## config.mk

```make
export PLATFORM = sky130hd
export DESIGN_NAME = mest_pro_rom_arbiter_flat
export DESIGN_NICKNAME = d
export VERILOG_FILES = /design/src/rtl/mest_pro_rom_arbiter_pkg.sv /design/src/rtl/mest_pro_rom_arbiter_if.sv /design/src/rtl/mest_pro_rom_arbiter_rr_picker.sv /design/src/rtl/mest_pro_rom_arbiter.sv /design/src/flat_wrapper.sv
export SDC_FILE = /design/constraint.sdc
export NUM_CORES = 1
export LEC_CHECK = 0
export CAP_MARGIN = 15
export CORE_ASPECT_RATIO = 1.2
export CORE_UTILIZATION = 29
export CTS_CLUSTER_SIZE = 20
export DETAILED_ROUTE_END_ITERATION = 7
export PLACE_DENSITY = 0.77
export SYNTH_ARGS = -nofsm -noshare
export SYNTH_HDL_FRONTEND = slang
export SYNTH_SLANG_ARGS = --single-unit
export TNS_END_PERCENT = 5
```

## constraint.sdc

```tcl
create_clock -name clk -period 1.7 [get_ports clk]
set_input_delay 0.34 -clock clk [delete_from_list [all_inputs] [get_ports clk]]
set_output_delay 0.34 -clock clk [all_outputs]
set_load 0.03 [all_outputs]
```

## src/rtl/mest_pro_rom_arbiter_pkg.sv

```systemverilog
// Shared defaults, opcode encoding and the round-robin pick helper for the
// mest_pro instruction-ROM arbiter.
package mest_pro_pkg;

    localparam int DEF_OP_CODE_SIZE     = 4;
    localparam int DEF_INSTRUCTION_SIZE = DEF_OP_CODE_SIZE + 8 + 8 + 8;
    localparam int DEF_ROM_DEPTH        = 256;

    // Upper bound on requesters handled by rr_pick; index width to match.
    localparam int MAX_REQ   = 32;
    localparam int MAX_REQ_W = 5;

    typedef enum logic [DEF_OP_CODE_SIZE-1:0] {
        OP_NOP  = 4'h0,
        OP_ADD  = 4'h1,
        OP_SUB  = 4'h2,
        OP_AND  = 4'h3,
        OP_OR   = 4'h4,
        OP_XOR  = 4'h5,
        OP_LD   = 4'h6,
        OP_ST   = 4'h7,
        OP_JMP  = 4'h8,
        OP_BEQ  = 4'h9,
        OP_BNE  = 4'hA,
        OP_SHL  = 4'hB,
        OP_SHR  = 4'hC,
        OP_MOV  = 4'hD,
        OP_CMP  = 4'hE,
        OP_HALT = 4'hF
    } opcode_e;

    // First asserted bit of req at or after ptr, wrapping at n-1 -> 0.
    // Returns 0 when nothing is requested; callers qualify with |req.
    function automatic int rr_pick(input logic [MAX_REQ-1:0] req,
                                   input int ptr, input int n);
        int   idx;
        logic found;
        rr_pick = 0;
        found   = 1'b0;
        for (int k = 0; k < MAX_REQ; k++) begin
            if (k < n && !found) begin
                idx = ptr + k;
                if (idx >= n) idx = idx - n;
                if (req[idx[MAX_REQ_W-1:0]]) begin
                    found   = 1'b1;
                    rr_pick = idx;
                end
            end
        end
    endfunction

endpackage

```

## src/rtl/mest_pro_rom_arbiter_if.sv

```systemverilog
// Fetch-side bundle between the mest_pro cores and the ROM arbiter.
// addr is flat: slice k*AW +: AW belongs to core k.
interface mest_pro_rom_arbiter_if
    import mest_pro_pkg::*;
#(
    parameter int N_REQ = 2,
    parameter int AW    = $clog2(DEF_ROM_DEPTH),
    parameter int IW    = DEF_INSTRUCTION_SIZE
);
    logic [N_REQ-1:0]    req;
    logic [N_REQ*AW-1:0] addr;
    logic [N_REQ-1:0]    gnt;
    logic [N_REQ-1:0]    rvalid;
    logic [IW-1:0]       rdata;

    // Cores drive requests and consume grants/returns.
    modport master (output req, output addr, input gnt, input rvalid, input rdata);
    // Arbiter side.
    modport slave  (input req, input addr, output gnt, output rvalid, output rdata);
endinterface

```

## src/rtl/mest_pro_rom_arbiter_rr_picker.sv

```systemverilog
// Combinational rotating-priority picker: winner is the first request at or
// after i_ptr, wrapping. Produces one-hot, index and any-request flag.
module mest_pro_rr_picker
    import mest_pro_pkg::*;
#(
    parameter int N_REQ = 2,
    parameter int PW    = 1
) (
    input  logic [N_REQ-1:0] i_req,
    input  logic [PW-1:0]    i_ptr,
    output logic [N_REQ-1:0] o_onehot,
    output logic [PW-1:0]    o_idx,
    output logic             o_any
);

    logic [MAX_REQ-1:0] w_req_ext;
    int                 w_pick;

    // Search from the pointer and decode the winner to one-hot.
    always_comb begin
        w_req_ext            = '0;
        w_req_ext[N_REQ-1:0] = i_req;
        w_pick               = rr_pick(w_req_ext, int'(i_ptr), N_REQ);
        o_any                = |i_req;
        o_idx                = PW'(w_pick);
        o_onehot             = '0;
        for (int k = 0; k < N_REQ; k++)
            o_onehot[k] = o_any && (w_pick == k);
    end

endmodule

```

## src/rtl/mest_pro_rom_arbiter.sv

```systemverilog
// Shares one registered-read instruction ROM among N_REQ mest_pro fetch
// ports. Round-robin grant in cycle T, data and one-hot rvalid in T+1.
module mest_pro_rom_arbiter
    import mest_pro_pkg::*;
#(
    parameter int  N_REQ            = 2,
    parameter int  OP_CODE_SIZE     = DEF_OP_CODE_SIZE,
    parameter int  INSTRUCTION_SIZE = OP_CODE_SIZE + 8 + 8 + 8,
    parameter int  ROM_DEPTH        = DEF_ROM_DEPTH,
    parameter int  CNT_W            = 16,
    localparam int AW               = $clog2(ROM_DEPTH),
    localparam int PW               = (N_REQ > 1) ? $clog2(N_REQ) : 1
) (
    input  logic                        clk,
    input  logic                        i_reset_n,
    mest_pro_rom_arbiter_if.slave       fetch,
    output logic [AW-1:0]               o_rom_addr,
    input  logic [INSTRUCTION_SIZE-1:0] i_rom_data,
    output logic [CNT_W-1:0]            o_conflict_cnt
);

    logic [N_REQ-1:0] w_onehot;
    logic [PW-1:0]    w_idx;
    logic             w_any;
    logic [PW-1:0]    w_ptr_nxt;
    logic [AW-1:0]    w_addr_sel;
    logic [N_REQ-1:0] w_rvalid;
    logic             w_multi;
    int               w_pop;

    logic [PW-1:0]    r_ptr;
    logic             r_tag_valid;
    logic [PW-1:0]    r_tag_idx;
    logic [CNT_W-1:0] r_cnt;

    // A single requester needs no arbitration: its request is its grant.
    generate
        if (N_REQ == 1) begin : g_single
            assign w_onehot = fetch.req;
            assign w_idx    = '0;
            assign w_any    = fetch.req[0];
        end else begin : g_rr
            mest_pro_rr_picker #(
                .N_REQ (N_REQ),
                .PW    (PW)
            ) u_picker (
                .i_req    (fetch.req),
                .i_ptr    (r_ptr),
                .o_onehot (w_onehot),
                .o_idx    (w_idx),
                .o_any    (w_any)
            );
        end
    endgenerate

    // Winner's successor becomes highest priority next cycle.
    assign w_ptr_nxt = (w_idx == PW'(N_REQ - 1)) ? '0 : w_idx + 1'b1;

    // Address mux: winner's slice, zero when idle.
    always_comb begin
        w_addr_sel = '0;
        for (int k = 0; k < N_REQ; k++)
            if (w_onehot[k]) w_addr_sel = fetch.addr[k*AW +: AW];
    end

    // Count requesters to detect cycles with contention.
    always_comb begin
        w_pop = 0;
        for (int k = 0; k < N_REQ; k++)
            w_pop = w_pop + int'(fetch.req[k]);
        w_multi = (w_pop >= 2);
    end

    // Return tag decode: data on i_rom_data belongs to last cycle's winner.
    always_comb begin
        w_rvalid = '0;
        for (int k = 0; k < N_REQ; k++)
            w_rvalid[k] = r_tag_valid && (r_tag_idx == PW'(k));
    end

    // Grant and ROM address are forced quiet while reset is held.
    assign fetch.gnt    = i_reset_n ? w_onehot : '0;
    assign o_rom_addr   = i_reset_n ? w_addr_sel : '0;
    assign fetch.rvalid = w_rvalid;
    assign fetch.rdata  = i_rom_data;
    assign o_conflict_cnt = r_cnt;

    // Rotate the pointer and remember who owns next cycle's ROM data.
    always_ff @(posedge clk or negedge i_reset_n) begin
        if (!i_reset_n) begin
            r_ptr       <= '0;
            r_tag_valid <= 1'b0;
            r_tag_idx   <= '0;
        end else if (w_any) begin
            r_ptr       <= w_ptr_nxt;
            r_tag_idx   <= w_idx;
            r_tag_valid <= 1'b1;
        end else begin
            r_tag_valid <= 1'b0;
        end
    end

    // Saturating count of contended cycles; holds at all-ones.
    always_ff @(posedge clk or negedge i_reset_n) begin
        if (!i_reset_n)
            r_cnt <= '0;
        else if (w_multi && (r_cnt != '1))
            r_cnt <= r_cnt + 1'b1;
    end

endmodule

```

## src/flat_wrapper.sv

```systemverilog
// flat-port wrapper written by rule: the top's interface ports become plain ports
module mest_pro_rom_arbiter_flat import mest_pro_pkg::*;
#(
    parameter int  N_REQ            = 2,
    parameter int  OP_CODE_SIZE     = DEF_OP_CODE_SIZE,
    parameter int  INSTRUCTION_SIZE = OP_CODE_SIZE + 8 + 8 + 8,
    parameter int  ROM_DEPTH        = DEF_ROM_DEPTH,
    parameter int  CNT_W            = 16,
    localparam int AW               = $clog2(ROM_DEPTH),
    localparam int PW               = (N_REQ > 1) ? $clog2(N_REQ) : 1
)
  (clk, i_reset_n, o_rom_addr, i_rom_data, o_conflict_cnt, fetch_req, fetch_addr, fetch_gnt, fetch_rvalid, fetch_rdata);
  mest_pro_rom_arbiter_if #(.N_REQ(N_REQ), .AW((8)), .IW((28))) fetch_i ();
  input  logic clk;
  input  logic i_reset_n;
  output logic [AW-1:0] o_rom_addr;
  input  logic [INSTRUCTION_SIZE-1:0] i_rom_data;
  output logic [CNT_W-1:0] o_conflict_cnt;
  input wire logic [$bits(fetch_i.req)-1:0] fetch_req;
  input wire logic [$bits(fetch_i.addr)-1:0] fetch_addr;
  output wire logic [$bits(fetch_i.gnt)-1:0] fetch_gnt;
  output wire logic [$bits(fetch_i.rvalid)-1:0] fetch_rvalid;
  output wire logic [$bits(fetch_i.rdata)-1:0] fetch_rdata;
  assign fetch_i.req = fetch_req;
  assign fetch_i.addr = fetch_addr;
  assign fetch_gnt = fetch_i.gnt;
  assign fetch_rvalid = fetch_i.rvalid;
  assign fetch_rdata = fetch_i.rdata;
  mest_pro_rom_arbiter #(.N_REQ(N_REQ), .OP_CODE_SIZE(OP_CODE_SIZE), .INSTRUCTION_SIZE(INSTRUCTION_SIZE), .ROM_DEPTH(ROM_DEPTH), .CNT_W(CNT_W)) u_core (.clk(clk), .i_reset_n(i_reset_n), .fetch(fetch_i), .o_rom_addr(o_rom_addr), .i_rom_data(i_rom_data), .o_conflict_cnt(o_conflict_cnt));
endmodule
```

Yosys cells after proc, flatten, opt, wreduce, memory -nomap -nowiden
Cells that the tools add are included.

Div/mod/pow operators: 0. Add/sub/neg operators: 6. Muxes and demuxes: 17. Eq/ne operators: 2. Multiply operators: 0. Shift-type cells: 0. Bitwise operators: 1. Reduce and logical (&&, ||, !) cells: 7. Order comparisons: 5.

Operators by type and width (count): 2-to-1 mux 32 bit (6); == test 32 x 2 -> 1 bit, second input constant (1); >= comparator 32 x 3 -> 1 bit, second input constant (1); zero test 32 bit (1); 2-to-1 mux 8 bit (3); adder 16 x 1 -> 16 bit, second input constant (1); != test 16 bit, second input constant (1); < comparator 5 x 6 -> 1 bit, second input constant (2); binary-select mux 1 bit (select 5 bit) (2); logical AND 1 bit (5); 2-to-1 mux 1 bit (5); subtractor 1 x 2 -> 3 bit, second input constant (1); subtractor 2 x 2 -> 3 bit, second input constant (1); adder 1 x 1 -> 2 bit (1); adder 1 x 1 -> 2 bit, second input constant (1); >= comparator 1 x 2 -> 1 bit, second input constant (1); >= comparator 2 bit, second input constant (1); 2-to-1 mux 2 bit (1); OR reduction 2 bit (1); adder 1 bit, second input constant (1); inverter 1 bit (1).

Bits of input ports: 48. Memories kept: 0. Logic and storage cells: 42. Latch bits: 0. Register bits after elaboration: 19. Memory bits (writable): 0. Output and inout bits: 56. ROM bits: 0.

Depth between registers and ports, before layout
Word-level depth: 15. Gate-level depth with buffers: 5.

Cells and area by module
From an unflattened synthesis, not the netlist that was laid out.

Cell total of the unflattened synthesis: 134. Area total of the unflattened synthesis: 1311.3 µm².

By module, submodules not included: mest_pro_rom_arbiter (instances 1, cells an instance 129, area an instance 1278.7 µm², sequential area each 475.5 µm²); mest_pro_rr_picker (instances 1, cells an instance 5, area an instance 32.5 µm², sequential area each 0.0 µm²).

Worst setup path before layout
Ideal clock, no wire load.

Kind: in2out. From: in fetch_req[0]. To: out o_rom_addr[0]. Data arrival time: 1676 ps. Path buffers: 1. Slack: -316 ps. Stages on the path: 3. Cell sequence: buf_4 a21oi_1 a22o_1.

Cells in the longest elaborated chain, start to end: 10. Elaborated cells between the ends (all ways): 16.

RTL lines: start: declaration (RTL line flat_wrapper.sv:19) `input wire logic [$bits(fetch_i.req)-1:0] fetch_req;`; binary-select mux 1 bit (select 5 bit) (RTL line mest_pro_rom_arbiter_pkg.sv:44) `if (req[idx[MAX_REQ_W-1:0]]) begin`; 2-to-1 mux 1 bit (implied by the code) (RTL line mest_pro_rom_arbiter_pkg.sv:44); 2-to-1 mux 32 bit (2 in a row) (RTL line mest_pro_rom_arbiter_pkg.sv:44); 2-to-1 mux 32 bit (RTL line mest_pro_rom_arbiter_pkg.sv:41) `if (k < n && !found) begin`; zero test 32 bit (RTL line mest_pro_rom_arbiter_rr_picker.sv:28) `o_onehot[k] = o_any && (w_pick == k);`; logical AND 1 bit (RTL line mest_pro_rom_arbiter_rr_picker.sv:28); 2-to-1 mux 8 bit (RTL line mest_pro_rom_arbiter.sv:63) `if (w_onehot[k]) w_addr_sel = fetch.addr[k*AW +: AW];`; 2-to-1 mux 8 bit (*) (RTL line mest_pro_rom_arbiter.sv:63); 2-to-1 mux 8 bit (*) (RTL line mest_pro_rom_arbiter.sv:83) `assign o_rom_addr = i_reset_n ? w_addr_sel : '0;`; end: declaration (RTL line flat_wrapper.sv:16) `output logic [AW-1:0] o_rom_addr;`.

Every way passes the cells marked *; elsewhere a longest branch is shown, timed or not. The select of a mux whose other input is x is not followed.

Worst setup path after layout
From: in fetch_req[1]. To: out o_rom_addr[6].

Same word-level chain as after synthesis.

==> impl_metrics.toml <==
[cts]
path_clk_slew_ns = 0.07
clockBufferDepth = 2
hold_buffers = 0
clock_sinks = 19
cts_tree = "built"
cts-root-buf = "clkbuf_8"
numCtsBuffers = 3
clkLatencyLatePin_ns = 0.25
htreeDepth = 1

[synthesis]
synth_area_mm2 = 0.001240
synth-seq-cells = 19
yosysWarnings = 0
syn_avg_cell_area_um2 = 9.763
ys_types = 31
seq_area_frac_synth_pct = 38.35
syn_inst = 127
synthesis.nets = 176

[setup_path]
cp-startpoint = "fetch_req[1]"
rrSetupSlack_ns = 0.07
r2r_end = "u_core.o_conflict_cnt[1]"
critPathCaptureType = "primary output"
setup.worst_path.class = "in -> out"
cp_data_required_time_ns = 1.36
crit_path_max_fanout = 9
crit_arrival_ns = 1.33
cp-start-kind = "input pin"
r2r.worst_path.cells = 5
reg2reg_from = "u_core.o_conflict_cnt[1]"
worstSetupEndpoint = "o_rom_addr[6]"

[finish]
fill_cells = 403
synthToLayoutAreaGrowth_pct = 38.65
nNetsFinal = 213
seqCellArea_um2 = 479.2
postLayoutCellArea_mm2 = 0.001719
multi_input_area_um2 = 546.8
drive_gt1_share_pct = 27.61
diodes = 0

[sta]
worst_slew_pin_slew_ns = 0.3314
max_slew_margin_pct = 77.70
skew_ns = 0.002348
setup_viol = 0
min_period_over_period_pct = 98.49
clock.fmax_mhz = 597.3
rsz0062_at_grt = "true"
period_needed_ns = 1.674
finalHoldViolations = 0
hold-worst-slack_ns = 0.2455
slew_violations = 0

[global_route]
grt_overflow_total = 0
grt.total_usage_pct = 12.71
grt_pass1_vias = 1025
antenna_found_initial = 0
grt_pass1_wl_um = 4291
grt_start_max_net_pins = 14

[run]
maxCapViolations = 0

[placed_design]
port_buffers = 47
place_hpwl_um = 2200
dpl_cell_area_mm2 = 0.001654
gp_congestion = 0.9057

[run_status]
outcome = "completed"

[floorplanning]
coreArea_mm2 = 0.004004
num_io_pins = 104
fp-row-count = 25
die_y_um = 73.63
dieWidth_um = 61.69
die_area_mm2 = 0.004542
start_util_pct = 30.97

[detailed_routing]
drc = 0
ant_nets = 0
routed_wl_um = 2913
wl_per_cell_um = 13.42
routed_via_density = 4.917
drtPass1Iterations = 4
drt_iter0_markers = 42
num_vias = 1067

[min_path]
min_path_type = "in -> async"

[power]
peakVddDrop_uv = 366.7
p_leak_nw = 0.8249
power_mw = 1.570
pwr_density_cell_mw_per_mm2 = 913.4
[state kept, by name, indices dropped and copies added, names as in the netlist]
signal                 flops
u_core.r_tag_valid         1
u_core.o_conflict_cnt     16
u_core.r_ptr               1
u_core.r_tag_idx           1
[worst min path at each step]
stage / from / end / slack, ns / depth (start not counted)
after detailed placement: u_core.o_conflict_cnt[6] / u_core.o_conflict_cnt[6] / 0.51 / 1
after global routing: i_reset_n / u_core.o_conflict_cnt[6] / 0.26 / 2
after CTS: i_reset_n / u_core.r_tag_valid / 0.22 / 2
after floorplan: i_reset_n / u_core.o_conflict_cnt[0] / 0.04 / 0
final: i_reset_n / u_core.o_conflict_cnt[4] / 0.25 / 2
after global placement: u_core.r_ptr / u_core.r_ptr / 0.49 / 1
[cells in the final DEF (no fill, tap or decap), types with 5 or more instances in the layout]
cell type / netlist / final
a22o_1: 8 / 8
buf_4: 29 / 16
buf_6: 0 / 9
clkdlybuf4s50_1: 0 / 18
dfrtp_1: 19 / 16
dlygate4sd2_1: 0 / 18
nand2_1: 10 / 10
nand4_1: 5 / 5
nor2_1: 6 / 6
xor2_1: 8 / 8
[through the flow]
stage,setup slack (ns),std cells,TNS [ns],utilization [%]
final,0.02566,217,0,42.94
after global routing,-0.02260,217,-0.05736,42.94
after detailed placement,-0.3009,213,-4.002,41.31
after floorplan,-0.01556,127,-0.1340,-
after global placement,-0.2657,213,-3.718,41.31
after CTS,-0.01924,217,-0.1022,42.75
[power breakdown]
| part | internal [mW] | switching (mW) |
|---|---|---|
| combinational | 0.281 | 0.355 |
| sequential | 0.536 | 0.0913 |
| clock | 0.163 | 0.145 |
| total | 0.980 | 0.590 |
[timing repair]
action,in CTS,in global routing
buffers inserted,0,1
setup endpoints to repair,27,9
resized for setup,27,3
pin swaps,9,2
[cell type report]
class,instances,area share [%]
multi-input combinational,76,31.80
clock buffer,3,2.402
clock inverter,1,0.2911
timing repair buffer,62,33.26
tap,54,3.930
inverter,2,0.4367
sequential,19,27.87
[critical path: stages]
cell,delay (ns)
dlygate4sd2_1,0.25
buf_4,0.15
nand2_1,0.07
a21oi_2,0.04
buf_6,0.14
a22o_1,0.20
buf_6,0.14
[synth_stat cells]
master    number  share of area [%]
or2_2          1               0.50
nor3_1         3                1.2
xor2_1         8                5.7
and4_1         2                1.4
and4_4         3                2.7
nor2b_1        1               0.50
dfrtp_1       19                 38
a31oi_1        1               0.50
or3_1          1               0.50
ha_1           1                1.0
nand3_2        1               0.81
nand3_1        2               0.81
nand4_1        5                2.5
nor2_1         6                1.8
o21ai_0        2               0.81
a21oi_1        2               0.81
nor4_2         2                2.0
and2_1         1               0.50
nor4_1         3                1.5
a41oi_1        1               0.71
and3_1         3                1.5
o21a_1         1               0.61
xnor2_1        3                2.1
clkbuf_1       1               0.30
mux2_2         2                1.8
a22o_1         8                5.7
nand2_1       10                3.0
nand2_4        1               0.91
o31ai_1        2                1.2
inv_1          2               0.61
buf_4         29                 18
[cells by family after synthesis]
family	after synthesis	share of synthesized area, %
AO/OA/AOI/OAI	17	10.29
buffers and inverters	32	18.47
adder cells (fa/ha/maj)	1	1.009
XOR/XNOR	11	7.771
multiplexers	2	1.816
flip-flops	19	38.35
AND/OR/NAND/NOR	45	22.30
[metal layers]
layer  vias to the layer above  GRT usage [%]  wire length (µm)
li1                        495              -                 -
met1                       497          14.13              1112
met2                        71          22.94              1398
met3                         4          3.873               391
met4                         0          3.210                10
met5                         -              0                 0
Power figures use the tool's default switching activity.
